<file path="src/rtl/ysyx_040729_pkg.sv">
// -----------------------------------------------------------------------------
// ysyx_040729_pkg
//   Shared definitions for the core-local interruptor (CLINT).
//   - CLINT register offsets inside the 64 KiB CLINT window
//   - register-select type used by the address decoder
//   - byte-strobe merge helper used by every writable 64-bit register
//   Optional feature macro used by the CLINT: CLINT_MSIP_EN.
// -----------------------------------------------------------------------------
package ysyx_040729_pkg;

   // Register offsets; all registers are 8-byte aligned.
   localparam logic [15:0] CLINT_MSIP_OFF     = 16'h0000;
   localparam logic [15:0] CLINT_MTIMECMP_OFF = 16'h4000;
   localparam logic [15:0] CLINT_MTIME_OFF    = 16'hBFF8;

   // Which register an (aligned) offset selects.
   typedef enum logic [1:0] {
      SEL_NONE     = 2'd0,
      SEL_MSIP     = 2'd1,
      SEL_MTIMECMP = 2'd2,
      SEL_MTIME    = 2'd3
   } clint_sel_e;

   // Byte-lane merge: lanes whose strobe bit is set take new_val,
   // all other lanes keep old_val.
   function automatic logic [63:0] strb_merge(input logic [63:0] old_val,
                                              input logic [63:0] new_val,
                                              input logic [7:0]  wstrb);
      logic [63:0] res;
      res = old_val;
      for (int i = 0; i < 8; i++) begin
         if (wstrb[i]) begin
            res[i*8 +: 8] = new_val[i*8 +: 8];
         end
      end
      return res;
   endfunction

endpackage : ysyx_040729_pkg

</file>
<file path="src/rtl/ysyx_040729_clint_if.sv">
// -----------------------------------------------------------------------------
// ysyx_040729_clint_if
//   Simple request/response bus between the LSU (master) and the CLINT (slave).
//
//   Handshake: a request is transferred on every rising clk edge where req is
//   high; there is no ready signal, the slave accepts unconditionally. Exactly
//   one response follows each accepted request: resp_valid is high for one
//   cycle, one cycle after the accepting edge, and rdata is meaningful only
//   while resp_valid is high (reads: register value, writes: zero).
//
//   Signals
//     req        master->slave  request valid
//     wen        master->slave  1 = write, 0 = read (qualified by req)
//     addr       master->slave  byte offset within the CLINT window
//     wdata      master->slave  write data
//     wstrb      master->slave  byte write strobes
//     rdata      slave->master  read data
//     resp_valid slave->master  one-cycle response pulse
// -----------------------------------------------------------------------------
interface ysyx_040729_clint_if #(
   parameter int unsigned ADDR_WIDTH = 16,
   parameter int unsigned DATA_WIDTH = 64
);

   logic                  req;
   logic                  wen;
   logic [ADDR_WIDTH-1:0] addr;
   logic [DATA_WIDTH-1:0] wdata;
   logic [7:0]            wstrb;
   logic [DATA_WIDTH-1:0] rdata;
   logic                  resp_valid;

   modport master (
      output req, wen, addr, wdata, wstrb,
      input  rdata, resp_valid
   );

   modport slave (
      input  req, wen, addr, wdata, wstrb,
      output rdata, resp_valid
   );

endinterface : ysyx_040729_clint_if

</file>
<file path="src/rtl/ysyx_040729_clint_prescaler.sv">
// -----------------------------------------------------------------------------
// ysyx_040729_clint_prescaler
//   Tick generator for mtime. A counter runs 0..TICK_DIV-1; tick is high in the
//   cycle the counter holds TICK_DIV-1, and at that edge the counter wraps to 0.
//   With TICK_DIV=1 the counter is pinned at 0 and tick is high every cycle.
//
//   Parameters
//     TICK_DIV  clk cycles per tick, legal range 1..65535
//   Ports
//     clk   in   system clock, rising edge
//     rst   in   asynchronous active-low reset
//     tick  out  one tick per TICK_DIV cycles (combinational from the counter)
// -----------------------------------------------------------------------------
module ysyx_040729_clint_prescaler #(
   parameter int unsigned TICK_DIV = 1
) (
   input  logic clk,
   input  logic rst,
   output logic tick
);

   localparam logic [15:0] LAST = 16'(TICK_DIV - 1);

   logic [15:0] cnt_q;

   assign tick = (cnt_q == LAST);

   always_ff @(posedge clk or negedge rst) begin
      if (!rst) begin
         cnt_q <= '0;
      end else if (tick) begin
         cnt_q <= '0;
      end else begin
         cnt_q <= cnt_q + 16'd1;
      end
   end

endmodule : ysyx_040729_clint_prescaler

</file>
<file path="src/rtl/ysyx_040729_clint.sv">
// -----------------------------------------------------------------------------
// ysyx_040729_clint
//   Core-local interruptor. Holds a free-running 64-bit mtime and a 64-bit
//   mtimecmp, both memory-mapped on the LSU request/response bus, and drives
//   the registered machine timer interrupt tirp_o = (mtime >= mtimecmp).
//
//   Register map (aligned offset, addr[2:0] ignored)
//     0x0000  msip      bit 0 only (present with CLINT_MSIP_EN, else unmapped)
//     0x4000  mtimecmp
//     0xBFF8  mtime
//   Unmapped offsets read as 0 and ignore writes; they still get a response.
//
//   Optional feature macro: CLINT_MSIP_EN adds the msip register and sirp_o.
//
//   Parameters
//     DATA_WIDTH  bus data width (64)
//     TICK_DIV    clk cycles per mtime increment, 1..65535
//     ADDR_WIDTH  offset width within the CLINT window (>= 16)
//   Ports
//     clk     in     system clock, rising edge
//     rst     in     asynchronous active-low reset
//     bus     slave  request/response bus (see ysyx_040729_clint_if)
//     tirp_o  out    timer interrupt pending (level), to CSR tirp_i
//     sirp_o  out    software interrupt pending (CLINT_MSIP_EN only)
// -----------------------------------------------------------------------------
module ysyx_040729_clint
   import ysyx_040729_pkg::*;
#(
   parameter int unsigned DATA_WIDTH = 64,
   parameter int unsigned TICK_DIV   = 1,
   parameter int unsigned ADDR_WIDTH = 16
) (
   input  logic                       clk,
   input  logic                       rst,
   ysyx_040729_clint_if.slave         bus,
   output logic                       tirp_o
`ifdef CLINT_MSIP_EN
   ,
   output logic                       sirp_o
`endif
);

   // ---------------------------------------------------------------------------
   // Address decode
   // ---------------------------------------------------------------------------
   logic [ADDR_WIDTH-1:0] off;
   logic [2:0]            unused_addr_lsbs;
   clint_sel_e            sel;

   assign off              = {bus.addr[ADDR_WIDTH-1:3], 3'b000};
   assign unused_addr_lsbs = bus.addr[2:0];

   always_comb begin
      sel = SEL_NONE;
      if (off == ADDR_WIDTH'(CLINT_MTIMECMP_OFF)) begin
         sel = SEL_MTIMECMP;
      end else if (off == ADDR_WIDTH'(CLINT_MTIME_OFF)) begin
         sel = SEL_MTIME;
`ifdef CLINT_MSIP_EN
      end else if (off == ADDR_WIDTH'(CLINT_MSIP_OFF)) begin
         sel = SEL_MSIP;
`endif
      end
   end

   logic        wr;
   logic        rd;
   logic [63:0] wdata64;

   assign wr      = bus.req &  bus.wen;
   assign rd      = bus.req & ~bus.wen;
   assign wdata64 = 64'(bus.wdata);

   // ---------------------------------------------------------------------------
   // mtime: prescaled free-running counter
   // ---------------------------------------------------------------------------
   logic        tick;
   logic [63:0] mtime_q;
   logic [63:0] mtime_inc;

   ysyx_040729_clint_prescaler #(
      .TICK_DIV (TICK_DIV)
   ) u_prescaler (
      .clk  (clk),
      .rst  (rst),
      .tick (tick)
   );

   // Wraps from all-ones to zero silently.
   assign mtime_inc = tick ? (mtime_q + 64'd1) : mtime_q;

   // A write coinciding with a tick merges into the incremented value, so
   // unwritten lanes still advance. The prescaler is never disturbed.
   always_ff @(posedge clk or negedge rst) begin
      if (!rst) begin
         mtime_q <= '0;
      end else if (wr && (sel == SEL_MTIME)) begin
         mtime_q <= strb_merge(mtime_inc, wdata64, bus.wstrb);
      end else begin
         mtime_q <= mtime_inc;
      end
   end

   // ---------------------------------------------------------------------------
   // mtimecmp
   // ---------------------------------------------------------------------------
   logic [63:0] mtimecmp_q;

   always_ff @(posedge clk or negedge rst) begin
      if (!rst) begin
         mtimecmp_q <= '1;
      end else if (wr && (sel == SEL_MTIMECMP)) begin
         mtimecmp_q <= strb_merge(mtimecmp_q, wdata64, bus.wstrb);
      end
   end

   // ---------------------------------------------------------------------------
   // msip (optional)
   // ---------------------------------------------------------------------------
`ifdef CLINT_MSIP_EN
   logic msip_q;
   logic sirp_q;

   always_ff @(posedge clk or negedge rst) begin
      if (!rst) begin
         msip_q <= 1'b0;
      end else if (wr && (sel == SEL_MSIP) && bus.wstrb[0]) begin
         msip_q <= bus.wdata[0];
      end
   end

   always_ff @(posedge clk or negedge rst) begin
      if (!rst) begin
         sirp_q <= 1'b0;
      end else begin
         sirp_q <= msip_q;
      end
   end

   assign sirp_o = sirp_q;
`endif

   // ---------------------------------------------------------------------------
   // Read mux: samples register values as they are before the accepting edge.
   // ---------------------------------------------------------------------------
   logic [63:0] rd_val;

   always_comb begin
      rd_val = '0;
      case (sel)
         SEL_MTIMECMP: rd_val = mtimecmp_q;
         SEL_MTIME:    rd_val = mtime_q;
`ifdef CLINT_MSIP_EN
         SEL_MSIP:     rd_val = {63'd0, msip_q};
`endif
         default:      rd_val = '0;
      endcase
   end

   // ---------------------------------------------------------------------------
   // Response register: one response per accepted request, never stalled.
   // ---------------------------------------------------------------------------
   logic [DATA_WIDTH-1:0] rdata_q;
   logic                  resp_q;

   always_ff @(posedge clk or negedge rst) begin
      if (!rst) begin
         rdata_q <= '0;
         resp_q  <= 1'b0;
      end else begin
         rdata_q <= rd ? DATA_WIDTH'(rd_val) : '0;
         resp_q  <= bus.req;
      end
   end

   assign bus.rdata      = rdata_q;
   assign bus.resp_valid = resp_q;

   // ---------------------------------------------------------------------------
   // Timer interrupt: registered unsigned compare of the current registers.
   // ---------------------------------------------------------------------------
   logic tirp_q;

   always_ff @(posedge clk or negedge rst) begin
      if (!rst) begin
         tirp_q <= 1'b0;
      end else begin
         tirp_q <= (mtime_q >= mtimecmp_q);
      end
   end

   assign tirp_o = tirp_q;

endmodule : ysyx_040729_clint

</file>
<file path="src/flat_wrapper.sv">
// flat-port wrapper written by rule: the top's interface ports become plain ports
module ysyx_040729_clint_flat import ysyx_040729_pkg::*;
#(
   parameter int unsigned DATA_WIDTH = 64,
   parameter int unsigned TICK_DIV   = 1,
   parameter int unsigned ADDR_WIDTH = 16
)
  (clk, rst, tirp_o, bus_req, bus_wen, bus_addr, bus_wdata, bus_wstrb, bus_rdata, bus_resp_valid);
  ysyx_040729_clint_if #(.ADDR_WIDTH(ADDR_WIDTH), .DATA_WIDTH(DATA_WIDTH)) bus_i ();
  input  logic clk;
  input  logic rst;
  output logic tirp_o;
  input wire logic [$bits(bus_i.req)-1:0] bus_req;
  input wire logic [$bits(bus_i.wen)-1:0] bus_wen;
  input wire logic [$bits(bus_i.addr)-1:0] bus_addr;
  input wire logic [$bits(bus_i.wdata)-1:0] bus_wdata;
  input wire logic [$bits(bus_i.wstrb)-1:0] bus_wstrb;
  output wire logic [$bits(bus_i.rdata)-1:0] bus_rdata;
  output wire logic [$bits(bus_i.resp_valid)-1:0] bus_resp_valid;
  assign bus_i.req = bus_req;
  assign bus_i.wen = bus_wen;
  assign bus_i.addr = bus_addr;
  assign bus_i.wdata = bus_wdata;
  assign bus_i.wstrb = bus_wstrb;
  assign bus_rdata = bus_i.rdata;
  assign bus_resp_valid = bus_i.resp_valid;
  ysyx_040729_clint #(.DATA_WIDTH(DATA_WIDTH), .TICK_DIV(TICK_DIV), .ADDR_WIDTH(ADDR_WIDTH)) u_core (.clk(clk), .rst(rst), .bus(bus_i), .tirp_o(tirp_o));
endmodule
</file>
<file path="config.mk">
export PLATFORM = sky130hd
export DESIGN_NAME = ysyx_040729_clint_flat
export DESIGN_NICKNAME = d
export VERILOG_FILES = /design/src/rtl/ysyx_040729_pkg.sv /design/src/rtl/ysyx_040729_clint_if.sv /design/src/rtl/ysyx_040729_clint_prescaler.sv /design/src/rtl/ysyx_040729_clint.sv /design/src/flat_wrapper.sv
export SDC_FILE = /design/constraint.sdc
export NUM_CORES = 1
export LEC_CHECK = 0
export ABC_AREA = 0
export BUFFER_PORTS_ARGS = -buffer_cell sky130_fd_sc_hd__buf_2
export CELL_PAD_IN_SITES_DETAIL_PLACEMENT = 1
export CELL_PAD_IN_SITES_GLOBAL_PLACEMENT = 2
export CORE_MARGIN = 2
export CORE_UTILIZATION = 32
export DETAILED_ROUTE_END_ITERATION = 6
export PLACE_DENSITY_LB_ADDON = 0.05
export SETUP_SLACK_MARGIN = 0.4
export SKIP_CTS_REPAIR_TIMING = 1
export SLEW_MARGIN = 10
export SYNTH_ARGS = -nofsm -noshare
export SYNTH_HDL_FRONTEND = slang
export SYNTH_HIERARCHICAL = 1
export SYNTH_SLANG_ARGS = --single-unit
</file>
<file path="constraint.sdc">
create_clock -name clk -period 2.89 [get_ports clk]
set_clock_uncertainty 0.15 [all_clocks]
set_input_delay 0.289 -clock clk [delete_from_list [all_inputs] [get_ports clk]]
set_output_delay 0.289 -clock clk [all_outputs]
set_load 0.03 [all_outputs]
</file>
==> parameters.txt, run 1 <==
Parameter                              Value

Min path
  WHS Path Cells ... 3
  Class of the tightest hold or removal check ... in -> reg
  Source of the worst hold timing path ... bus_wstrb[0]
  Hold worst-path end ... u_core/mtimecmp_q[0]$_DFFE_PN1P_

Worst setup path
  Signal arrival time at the worst endpoint ... 3.04 ns
  Peak per-stage delay on the critical path ... 0.59 ns
  Critical path type ... reg -> reg
  Data required time at the worst endpoint ... 3.19 ns
  Worst Path Buf+Inv ... 0
  Max Fanout on Critical Path ... 3
  Critical path, cell by cell ... nand3_1 > or4_1 > or4_4 > or4_4 > xor2_1 > a21oi_1
  Most common cell on crit path ... sky130_fd_sc_hd__or4_4
  Critical path launch point type ... flop
  Reg2Reg Depth ... 6
  CP max stage cell ... sky130_fd_sc_hd__or4_4
  Startpoint of the worst-slack reg-to-reg timing path ... u_core/mtime_q[41]$_DFF_PN0_
  CP endpoint kind ... flop
  Slack of the worst reg-to-reg path ... 0.15 ns
  Kind of cell with the highest combined delay on the critical path ... simple AND/OR/NAND/NOR gates
  Reg-to-Reg End ... u_core/mtime_q[63]$_DFF_PN0_

Placement
  Count of input and output buffers ... 154
  Estimated wirelength of the detail-placed design ... 23,880 µm
  Setup Slack @ Placement ... -0.02915 ns
  Final estimated routing congestion in global placement ... 0.7665

Timing
  Portion of the clock cycle consumed by the worst path in the final layout ... 94.88%
  Shortest clock period the worst path allows after layout ... 2.742 ns
  Aggregate negative setup slack ... 0 ns
  Slew at the pin closest to its max-slew limit ... 0.6778 ns
  Final setup violation count ... 0
  Final Slew Violations ... 0
  Final worst setup slack ... 0.1481 ns
  Unrepaired setup endpoints after global routing ... true
  Max-Slew Margin vs Limit ... 54.81%
  F_max ... 0.3647 GHz
  Endpoints failing hold ... 0

Synthesis
  Synth area leader ... sky130_fd_sc_hd__dfrtp_1
  Netlist area before placement ... 10,740 µm²
  EDFF count, synth ... 0
  Syn Area/Cell ... 9.428 µm²
  Count of synthesis-stage warnings from yosys ... 6
  Gate Count Post-Synth ... 1,139
  Synthesis-stage register bit count ... 210
  Number of distinct standard cells referenced by the synthesized netlist ... 46
  Primary FF master, synth ... sky130_fd_sc_hd__dfrtp_1
  Sequential element share of the synthesized area ... 49.68%
  Area fraction of the dominant cell type after synthesis ... 34.02%
  Net Count, Synth ... 1,298
  Cells taking the most area after synthesis ... sky130_fd_sc_hd__dfrtp_1, sky130_fd_sc_hd__dfstp_2, sky130_fd_sc_hd__ha_1
  Async SR Flop Fraction ... 100.0%

Floorplanning
  Area enclosed by the die boundary ... 35,040 µm²
  Chip Width ... 187.2 µm
  IO Pins ... 158
  Count of standard-cell rows ... 67
  Initial core utilization ... 32.27%
  Core Area ... 33,280 µm²
  Chip height ... 187.2 µm

Job
  Maxcap violations ... 0

Clocking
  Insertion delay of the later-clocked pin in the worst-skew pair ... 0.54 ns
  Clock Root Buffer ... sky130_fd_sc_hd__clkbuf_16
  CTS H-tree lvls ... 1
  Clock net sink count ... 210
  Number of CTS-inserted buffers ... 27
  Clock Pin Slew Worst Setup and Hold Paths ... 0.06 ns
  Maximum number of buffers from clock root to sink ... 3
  TritonCTS clock tree ... done

Routing
  Detailed-router iteration count before antenna repair ... 4
  Number of DRC violations after detailed-routing iteration 0 ... 405
  Number of routed nets with antenna violations ... 0
  Routed vias/inst ... 4.929
  WL/cell ... 18.21 µm
  Drc violations ... 0
  Wire length reported by the detailed router ... 34,290 µm
  Total number of vias ... 9,281

Global route
  Antenna violations before repair ... 2
  Global-route congestion overflow total ... 0
  First-pass GRT wire length ... 54,350 µm
  Pin count of the biggest net entering global routing ... 78
  Number of global-route vias before repair ... 9,831
  Total Routing Usage GR ... 19.42%

Layout
  Layout filler cell count ... 3,860
  Most frequent standard cell in the layout excluding fill and tap cells ... sky130_fd_sc_hd__buf_2
  Util after Layout ... 43.70%
  Sequential standard cell area ... 5335 µm²
  Area of the multi-input gates ... 5306 µm²
  Fraction of layout instances using a drive strength above 1 ... 28.38%
  Number of nets in the layout ... 1,574
  Most frequent cells in the layout ... sky130_fd_sc_hd__buf_2, sky130_fd_sc_hd__dfrtp_1, sky130_fd_sc_hd__nor2_1, sky130_fd_sc_hd__nand2_1, sky130_fd_sc_hd__a21oi_1
  Area added between synthesis and finish ... 35.42%

Status
  Result of the run ... complete, no violations

Pwr
  Power density of the placed cells ... 457.7 nW/µm²
  Leak Pwr ... 7.322 nW
  Worst VDD drop ... 0.3795 mV
cell families (layout without fill, tap and decap cells):
family,count (synthesis),count (layout),share of synthesized area (%)
simple gates,410,410,18.12
compound gates,240,240,13.26
flops,210,210,49.68
buf+inv,133,428,4.660
xor+xnor,77,77,6.280
fa+ha+maj,67,67,7.806
mux,2,2,0.1981
other cells,0,1,0
state kept, by name, indices dropped and copies added (netlist names):
signal / flops
u_core/bus.rdata: 64
u_core/mtimecmp_q: 64
u_core/mtime_q: 64
u_core/u_prescaler/cnt_q: 16
u_core/bus.resp_valid: 1
u_core/tirp_o: 1
where the power goes:
| part | total (mW) | internal, mW | switching (mW) | leakage [nW] |
|---|---|---|---|---|
| registers | 3.02 | 2.98 | 0.0415 | 2.70 |
| logic | 0.375 | 0.175 | 0.200 | 4.19 |
| clock network | 3.26 | 1.93 | 1.34 | 0.430 |
routing by layer:
metal  vias to the layer above  routed length, µm  GRT usage, %  part of all wire (%)
li1                       4492                  -             -                     -
met1                      4609              15570         25.92                    45
met2                       138              16960         32.93                    49
met3                        38               1282         3.846                   3.7
met4                         4                452         3.632                   1.3
met5                         -                 26             0                 0.076
stage by stage:
step	cells	hold slack [ns]	total power, mW	area, µm²
after floorplan	1139	-0.1566	3.148	10940
after global placement	1752	0.2337	3.372	12640
after detailed placement	1752	0.2284	3.377	12640
after CTS	1800	-0.3529	6.721	13490
after global routing	1882	0.06397	6.956	14540
final	1883	0.06859	6.656	14540
synth_stat cells (3+ instances only):
master,count
sky130_fd_sc_hd__a211oi_1,4
sky130_fd_sc_hd__a22oi_1,64
sky130_fd_sc_hd__ha_1,67
sky130_fd_sc_hd__a221oi_1,3
sky130_fd_sc_hd__inv_1,78
sky130_fd_sc_hd__nor3_1,24
sky130_fd_sc_hd__dfrtp_1,146
sky130_fd_sc_hd__nor4_1,13
sky130_fd_sc_hd__nand2b_1,3
sky130_fd_sc_hd__dfstp_2,64
sky130_fd_sc_hd__a21oi_1,83
sky130_fd_sc_hd__clkbuf_1,52
sky130_fd_sc_hd__xor2_1,31
sky130_fd_sc_hd__nor2_1,150
sky130_fd_sc_hd__nor4_2,4
sky130_fd_sc_hd__nand2_1,103
sky130_fd_sc_hd__nand4_1,27
sky130_fd_sc_hd__o21ai_0,71
sky130_fd_sc_hd__nand3_1,40
sky130_fd_sc_hd__xnor2_1,46
sky130_fd_sc_hd__a21o_1,6
sky130_fd_sc_hd__and4_1,11
sky130_fd_sc_hd__and3_1,18
worst max-delay path by stage:
| stage | slack, ns | from | cells past startpoint | to |
|---|---|---|---|---|
| floorplan | 0.16 | u_core/u_prescaler/cnt_q[2]$_DFF_PN0_ | 10 | u_core/mtime_q[63]$_DFF_PN0_ |
| global placement | 0.03 | u_core/u_prescaler/cnt_q[13]$_DFF_PN0_ | 9 | u_core/mtime_q[63]$_DFF_PN0_ |
| detailed placement | -0.03 | u_core/mtimecmp_q[55]$_DFFE_PN1P_ | 8 | u_core/tirp_o$_DFF_PN0_ |
| finish | 0.15 | u_core/mtime_q[41]$_DFF_PN0_ | 6 | u_core/mtime_q[63]$_DFF_PN0_ |
| CTS | -0.05 | u_core/mtimecmp_q[55]$_DFFE_PN1P_ | 8 | u_core/tirp_o$_DFF_PN0_ |
| global route | 0.02 | u_core/u_prescaler/cnt_q[1]$_DFF_PN0_ | 14 | u_core/mtime_q[60]$_DFF_PN0_ |
area by class of cell:
type	instances	area share (%)
diodes	1	0.01721
clock buffers	37	5.248
clock inverters	11	0.5937
inverters	78	2.013
multi-input cells	796	36.49
flip-flops and latches	210	36.69
well taps	448	3.854
repair buffers	302	15.10
worst register-to-register path: stages (launching register included):
cell and delay (ns):
sky130_fd_sc_hd__dfrtp_1 0.35, sky130_fd_sc_hd__nand3_1 0.19, sky130_fd_sc_hd__or4_1 0.58, sky130_fd_sc_hd__or4_4 0.59
sky130_fd_sc_hd__or4_4 0.51, sky130_fd_sc_hd__xor2_1 0.16, sky130_fd_sc_hd__a21oi_1 0.13
(Power assumes the default switching activity.)
==> run 2: changes to the inputs <==
--- a/config.mk
+++ b/config.mk
@@ -6,12 +6,12 @@
 export NUM_CORES = 1
 export LEC_CHECK = 0
 export ABC_AREA = 0
-export BUFFER_PORTS_ARGS = -buffer_cell sky130_fd_sc_hd__buf_2
 export CELL_PAD_IN_SITES_DETAIL_PLACEMENT = 1
 export CELL_PAD_IN_SITES_GLOBAL_PLACEMENT = 2
 export CORE_MARGIN = 2
-export CORE_UTILIZATION = 32
+export CORE_UTILIZATION = 36
 export DETAILED_ROUTE_END_ITERATION = 6
+export DONT_BUFFER_PORTS = 1
 export PLACE_DENSITY_LB_ADDON = 0.05
 export SETUP_SLACK_MARGIN = 0.4
 export SKIP_CTS_REPAIR_TIMING = 1
==> run 2 against run 1 <==
Effect of this change: the flow now finishes with violations (hold timing); first-iteration DRC count shrank 22%; clock-buffer cell count grew 5; critical path depth grew 4; non-clock buffer count shrank 165; clock power is essentially flat; critical endpoint is now u_core/mtime_q[55]$_DFF_PN0_; largest cell class is now multi-input gates; largest power group unchanged.
==> parameters.txt, run 2 (same netlist as run 1, synthesis figures left out) <==
Parameter                              Value

Layout
  Fraction of layout instances using a drive strength above 1 ... 18.85%
  Layout filler cell count ... 3,327
  Most frequent cells in the layout ... sky130_fd_sc_hd__dfrtp_1, sky130_fd_sc_hd__nor2_1, sky130_fd_sc_hd__nand2_1, sky130_fd_sc_hd__a21oi_1, sky130_fd_sc_hd__inv_1
  Util after Layout ... 46.07%
  Most frequent standard cell in the layout excluding fill and tap cells ... sky130_fd_sc_hd__dfrtp_1
  Number of nets in the layout ... 1,409
  Area added between synthesis and finish ... 26.46%

Global route
  Number of global-route vias before repair ... 8,856
  Antenna violations before repair ... 1
  Global-route congestion overflow total ... 0
  Total Routing Usage GR ... 20.70%
  First-pass GRT wire length ... 50,720 µm
  Pin count of the biggest net entering global routing ... 211

Worst setup path
  Critical path type ... reg -> reg
  CP endpoint kind ... flop
  Startpoint of the worst-slack reg-to-reg timing path ... u_core/u_prescaler/cnt_q[9]$_DFF_PN0_
  Critical path, cell by cell ... nor4_4 > and4_1 > nand4_1 > buf_6 > nor3_4 > nand4_1 > buf_4 > nor4_1 > xnor2_1 > a21oi_1
  Most common cell on crit path ... sky130_fd_sc_hd__nand4_1
  Critical path launch point type ... flop
  Signal arrival time at the worst endpoint ... 3.01 ns
  CP max stage cell ... sky130_fd_sc_hd__dfrtp_1
  Peak per-stage delay on the critical path ... 0.40 ns
  Data required time at the worst endpoint ... 3.12 ns
  Worst Setup SP ... u_core/u_prescaler/cnt_q[9]$_DFF_PN0_
  Max Fanout on Critical Path ... 6

Routing
  Number of routed nets with antenna violations ... 0
  Detailed-router iteration count before antenna repair ... 4
  Wire length reported by the detailed router ... 32,640 µm
  Routed vias/inst ... 5.207
  WL/cell ... 19.65 µm
  Total number of vias ... 8,649
  Number of DRC violations after detailed-routing iteration 0 ... 316
  Drc violations ... 0

Timing
  Endpoints failing hold ... 210
  Shortest clock period the worst path allows after layout ... 2.775 ns
  Slew at the pin closest to its max-slew limit ... 0.7247 ns
  Portion of the clock cycle consumed by the worst path in the final layout ... 96.02%
  Tightest hold margin ... -0.6899 ns
  Unrepaired setup endpoints after global routing ... true
  Final Slew Violations ... 0
  Final setup violation count ... 0
  Max-Slew Margin vs Limit ... 51.69%
  F_max ... 0.3604 GHz

Clocking
  Clock Root Buffer ... sky130_fd_sc_hd__clkbuf_16
  CTS H-tree lvls ... 1
  TritonCTS clock tree ... done
  Insertion delay of the later-clocked pin in the worst-skew pair ... 0.53 ns
  Maximum number of buffers from clock root to sink ... 3
  Clock Pin Slew Worst Setup and Hold Paths ... 0.06 ns
  Clock net sink count ... 210
  Number of CTS-inserted buffers ... 27

Floorplanning
  Chip height ... 176.7 µm
  Chip Width ... 176.7 µm
  Count of standard-cell rows ... 63
  Area enclosed by the die boundary ... 31,230 µm²
  IO Pins ... 158
  Core Area ... 29,480 µm²
  Initial core utilization ... 36.43%

Min path
  Class of the tightest hold or removal check ... in -> async

Pwr
  Internal portion of total power ... 5.101 mW
  Fraction of power consumed by the clock network ... 50.1%
  Flop pwr share ... 46.3%
  Switching share of total power ... 21.96%
  Power density of the placed cells ... 481.3 nW/µm²
  Final Power ... 6.536 mW
  Fraction of power consumed by combinational cells ... 3.6%
  Leak Pwr ... 6.413 nW
  Sw power ... 1.435 mW
  Worst VDD drop ... 0.4088 mV

Job
  Maxcap violations ... 0

Status
  Result of the run ... finished, violations left
  Violated checks ... hold timing

Placement
  Final estimated routing congestion in global placement ... 0.7968
  Count of input and output buffers ... 0
  Estimated wirelength of the detail-placed design ... 22,580 µm
run 2: cell types whose count changed in the layout (fill, tap and decap cells not counted), moves of 3 or more:
cell / previous run / this run
sky130_fd_sc_hd__nor2_1: 140 / 145
sky130_fd_sc_hd__nor3_1: 8 / 11
sky130_fd_sc_hd__buf_2: 153 / 0
sky130_fd_sc_hd__nor2_2: 6 / 2
sky130_fd_sc_hd__ha_4: 3 / 9
sky130_fd_sc_hd__buf_12: 8 / 3
sky130_fd_sc_hd__clkinv_2: 9 / 3
sky130_fd_sc_hd__ha_1: 64 / 58
sky130_fd_sc_hd__nor3_4: 14 / 10
run 2: metal layers:
metal  track usage (%)  share of wire [%]  vias to the layer above
li1                  -                  -                     4162
met1             28.62                 48                     4324
met2             34.05                 47                      141
met3             4.532                3.9                       22
met4             2.927               0.83                        0
met5                 0                  0                        -
run 2: through the flow:
step	worst slack [ns]	area (µm²)	TNS, ns	cells
after global routing	0.003487	13570	0	1658
after detailed placement	0.01660	11670	0	1532
final	0.1150	13580	0	1661
after CTS	-0.01820	12540	-0.01820	1579
after floorplan	0.1603	10940	0	1139
after global placement	0.04347	11670	0	1532
run 2: worst max-delay path, delay by kind of cell, from the launching register on:
kind                   cells  cell delay, ns
AND/OR/NAND/NOR            6            1.43
buffers and inverters      2            0.42
flip-flops                 1            0.40
XOR/XNOR                   1            0.16
AO/OA/AOI/OAI              1            0.08
run 2: path summary, 6_finish.rpt:
kind | cells past startpoint | slack (ns) | to
worst min-delay path | 0 | -0.69 | u_core/bus.rdata[34]$_DFF_PN0_
max in group asynchronous | 0 | 2.66 | u_core/mtime_q[10]$_DFF_PN0_
min in group clk | 3 | 0.01 | u_core/mtimecmp_q[30]$_DFFE_PN1P_
worst min register to register | 2 | 0.36 | u_core/mtimecmp_q[26]$_DFFE_PN1P_
worst max register to register | 10 | 0.12 | u_core/mtime_q[55]$_DFF_PN0_
worst max-delay path | 10 | 0.12 | u_core/mtime_q[55]$_DFF_PN0_
run 2: final cells by class:
cell class                      count  area [µm²]  area share (%)
Clock buffer                       42       812.0           5.979
Multi-Input combinational cell    796        5348           39.38
Sequential cell                   210        5335           39.29
Antenna cell                        3       7.507         0.05528
Timing Repair Buffer              137        1244           9.158
Tap cell                          390       488.0           3.593
Clock inverter                      5       53.80          0.3962
Inverter                           78       292.8           2.156
run 2: power groups by stage:
stage / clock [mW] / sequential [mW] / combinational [mW]
floorplan: 0 / 3.07 / 0.0788
finish: 3.27 / 3.03 / 0.237
detailed placement: 0 / 3.07 / 0.144
global placement: 0 / 3.07 / 0.141
global route: 3.50 / 3.03 / 0.260
CTS: 3.38 / 3.02 / 0.145
==> run 3: changes to the inputs <==
--- a/config.mk
+++ b/config.mk
@@ -9,7 +9,7 @@
 export CELL_PAD_IN_SITES_DETAIL_PLACEMENT = 1
 export CELL_PAD_IN_SITES_GLOBAL_PLACEMENT = 2
 export CORE_MARGIN = 2
-export CORE_UTILIZATION = 36
+export CORE_UTILIZATION = 40
 export DETAILED_ROUTE_END_ITERATION = 6
 export DONT_BUFFER_PORTS = 1
 export PLACE_DENSITY_LB_ADDON = 0.05
==> constraint.sdc (replaced) <==
create_clock -name clk -period 2.6 [get_ports clk]
set_clock_uncertainty 0.15 [all_clocks]
set_input_delay 0.26 -clock clk [delete_from_list [all_inputs] [get_ports clk]]
set_output_delay 0.26 -clock clk [all_outputs]
set_load 0.03 [all_outputs]
==> run 3 against run 2 <==
Effect of this change: the flow finishes with violations (hold timing, setup timing); via count grew 2.6%; combinational power grew 19%; non-clock buffer count grew 53; clock-buffer cell count grew 1; flip-flop and latch count is the same; global-route usage grew 1.9 points; sequential power grew 11%.
==> parameters.txt, run 3 (same netlist as run 1, synthesis figures left out) <==
Parameter                              Value

Status
  Result of the run ... finished, violations left
  Violated checks ... hold timing, setup timing

Clocking
  CTS H-tree lvls ... 1
  Maximum number of buffers from clock root to sink ... 3
  Insertion delay of the later-clocked pin in the worst-skew pair ... 0.53 ns
  Clock net sink count ... 210
  TritonCTS clock tree ... done
  Clock Root Buffer ... sky130_fd_sc_hd__clkbuf_16
  Clock Pin Slew Worst Setup and Hold Paths ... 0.06 ns
  Number of CTS-inserted buffers ... 26

Global route
  Pin count of the biggest net entering global routing ... 211
  Antenna violations before repair ... 4
  Total Routing Usage GR ... 22.60%
  Number of global-route vias before repair ... 9,236
  Global-route congestion overflow total ... 0
  First-pass GRT wire length ... 50,670 µm

Worst setup path
  Data required time at the worst endpoint ... 2.86 ns
  Worst Setup SP ... u_core/u_prescaler/cnt_q[1]$_DFF_PN0_
  Reg2Reg Depth ... 13
  CP endpoint kind ... flop
  Critical path, cell by cell ... inv_1 > ha_4 > nor3b_2 > and4_1 > nand4_1 > buf_6 > nor3_4 > nand4_1 > buf_12 > buf_12 > nor3_4 > xnor2_1 > a21oi_1
  CP max stage cell ... sky130_fd_sc_hd__dfrtp_1
  Worst Path Buf+Inv ... 4
  Reg-to-Reg End ... u_core/mtime_q[54]$_DFF_PN0_
  Critical path launch point type ... flop
  Signal arrival time at the worst endpoint ... 2.91 ns
  Startpoint of the worst-slack reg-to-reg timing path ... u_core/u_prescaler/cnt_q[1]$_DFF_PN0_
  Kind of cell with the highest combined delay on the critical path ... simple AND/OR/NAND/NOR gates
  Critical path type ... reg -> reg
  Max Fanout on Critical Path ... 7
  Slack of the worst reg-to-reg path ... -0.06 ns
  Peak per-stage delay on the critical path ... 0.38 ns

Timing
  Max-Slew Margin vs Limit ... 55.67%
  Final Slew Violations ... 0
  Unrepaired setup endpoints after global routing ... true
  Endpoints failing hold ... 218
  F_max ... 0.3764 GHz
  Tightest hold margin ... -0.7216 ns
  Final setup violation count ... 7
  Portion of the clock cycle consumed by the worst path in the final layout ... 102.2%
  Shortest clock period the worst path allows after layout ... 2.657 ns
  Slew at the pin closest to its max-slew limit ... 0.6649 ns
  Final worst setup slack ... -0.05682 ns

Pwr
  Power density of the placed cells ... 512.1 nW/µm²
  Worst VDD drop ... 0.5286 mV
  Leak Pwr ... 6.747 nW

Routing
  Total number of vias ... 8,876
  Number of routed nets with antenna violations ... 0
  Drc violations ... 0
  WL/cell ... 19.67 µm
  Wire length reported by the detailed router ... 32,640 µm
  Routed vias/inst ... 5.347
  Number of DRC violations after detailed-routing iteration 0 ... 343
  Detailed-router iteration count before antenna repair ... 4

Placement
  Post-placement cell area ... 12,040 µm²
  Final estimated routing congestion in global placement ... 0.7748
  Estimated wirelength of the detail-placed design ... 22,370 µm
  Count of input and output buffers ... 0

Floorplanning
  Count of standard-cell rows ... 59
  IO Pins ... 158
  Core Area ... 26,210 µm²
  Area enclosed by the die boundary ... 28,170 µm²
  Initial core utilization ... 40.98%
  Chip height ... 167.9 µm
  Chip Width ... 167.9 µm

Layout
  Post-layout instance area ... 14,080 µm²
  Layout filler cell count ... 2,921
  Most frequent cells in the layout ... sky130_fd_sc_hd__dfrtp_1, sky130_fd_sc_hd__nor2_1, sky130_fd_sc_hd__buf_4, sky130_fd_sc_hd__nand2_1, sky130_fd_sc_hd__a21oi_1
  Most frequent standard cell in the layout excluding fill and tap cells ... sky130_fd_sc_hd__dfrtp_1
  Util after Layout ... 53.74%
  Fraction of layout instances using a drive strength above 1 ... 22.71%
  Area added between synthesis and finish ... 31.13%
  Number of nets in the layout ... 1,461

Job
  Maxcap violations ... 0

Min path
  Class of the tightest hold or removal check ... in -> async
==> run 3: cell count changes in the layout (fill, tap and decap cells not counted), moves of 5 or more <==
cell                            change
sky130_fd_sc_hd__xnor2_1            -7
sky130_fd_sc_hd__nor2_1             -5
sky130_fd_sc_hd__buf_4             +40
sky130_fd_sc_hd__dlygate4sd3_1      +7
sky130_fd_sc_hd__xnor2_2            +6
sky130_fd_sc_hd__nor2_4             +7
==> run 3: how the worst max path moves through the flow <==
stage	to	slack [ns]	cells after the start
6_report	u_core/mtime_q[54]$_DFF_PN0_	-0.06	13
5_1_grt	u_core/mtime_q[54]$_DFF_PN0_	-0.25	11
3_5_place_dp	u_core/mtime_q[63]$_DFF_PN0_	-0.13	10
3_3_place_gp	u_core/mtime_q[63]$_DFF_PN0_	-0.09	10
4_1_cts	u_core/mtime_q[63]$_DFF_PN0_	-0.15	10
2_1_floorplan	u_core/mtime_q[63]$_DFF_PN0_	-0.13	10
==> run 3: routing by layer <==
layer | GRT usage (%) | up-vias | routed length (µm)
met5 | 0 | - | 0
met4 | 4.348 | 0 | 369
met3 | 4.725 | 26 | 1240
met2 | 39.44 | 143 | 16390
met1 | 29.24 | 4435 | 14650
li1 | - | 4272 | -
==> run 3: where the power goes <==
part	internal [mW]	switching, mW
Combinational	0.147	0.134
Sequential	3.31	0.0484
Clock	2.17	1.40
Total	5.62	1.59
==> run 3: area by class of cell <==
| cell class | instances | area [µm²] | share of cell area (%) |
|---|---|---|---|
| Sequential cell | 210 | 5335 | 37.89 |
| Clock inverter | 4 | 45.04 | 0.3199 |
| Clock buffer | 43 | 795.8 | 5.651 |
| Antenna cell | 4 | 10.01 | 0.07108 |
| Multi-Input combinational cell | 796 | 5477 | 38.89 |
| Tap cell | 335 | 419.2 | 2.976 |
| Timing Repair Buffer | 190 | 1708 | 12.13 |
| Inverter | 78 | 292.8 | 2.079 |
==> run 3: stage by stage <==
stage               instances  TNS, ns  power, mW  setup slack (ns)
finish                   1660  -0.2358      7.212          -0.05682
global route             1660   -5.069      7.468           -0.2495
CTS                      1569   -1.070      7.199           -0.1490
detailed placement       1522  -0.8399      3.571           -0.1332
global placement         1522  -0.1476      3.570          -0.09005
floorplan                1139   -1.420      3.500           -0.1259
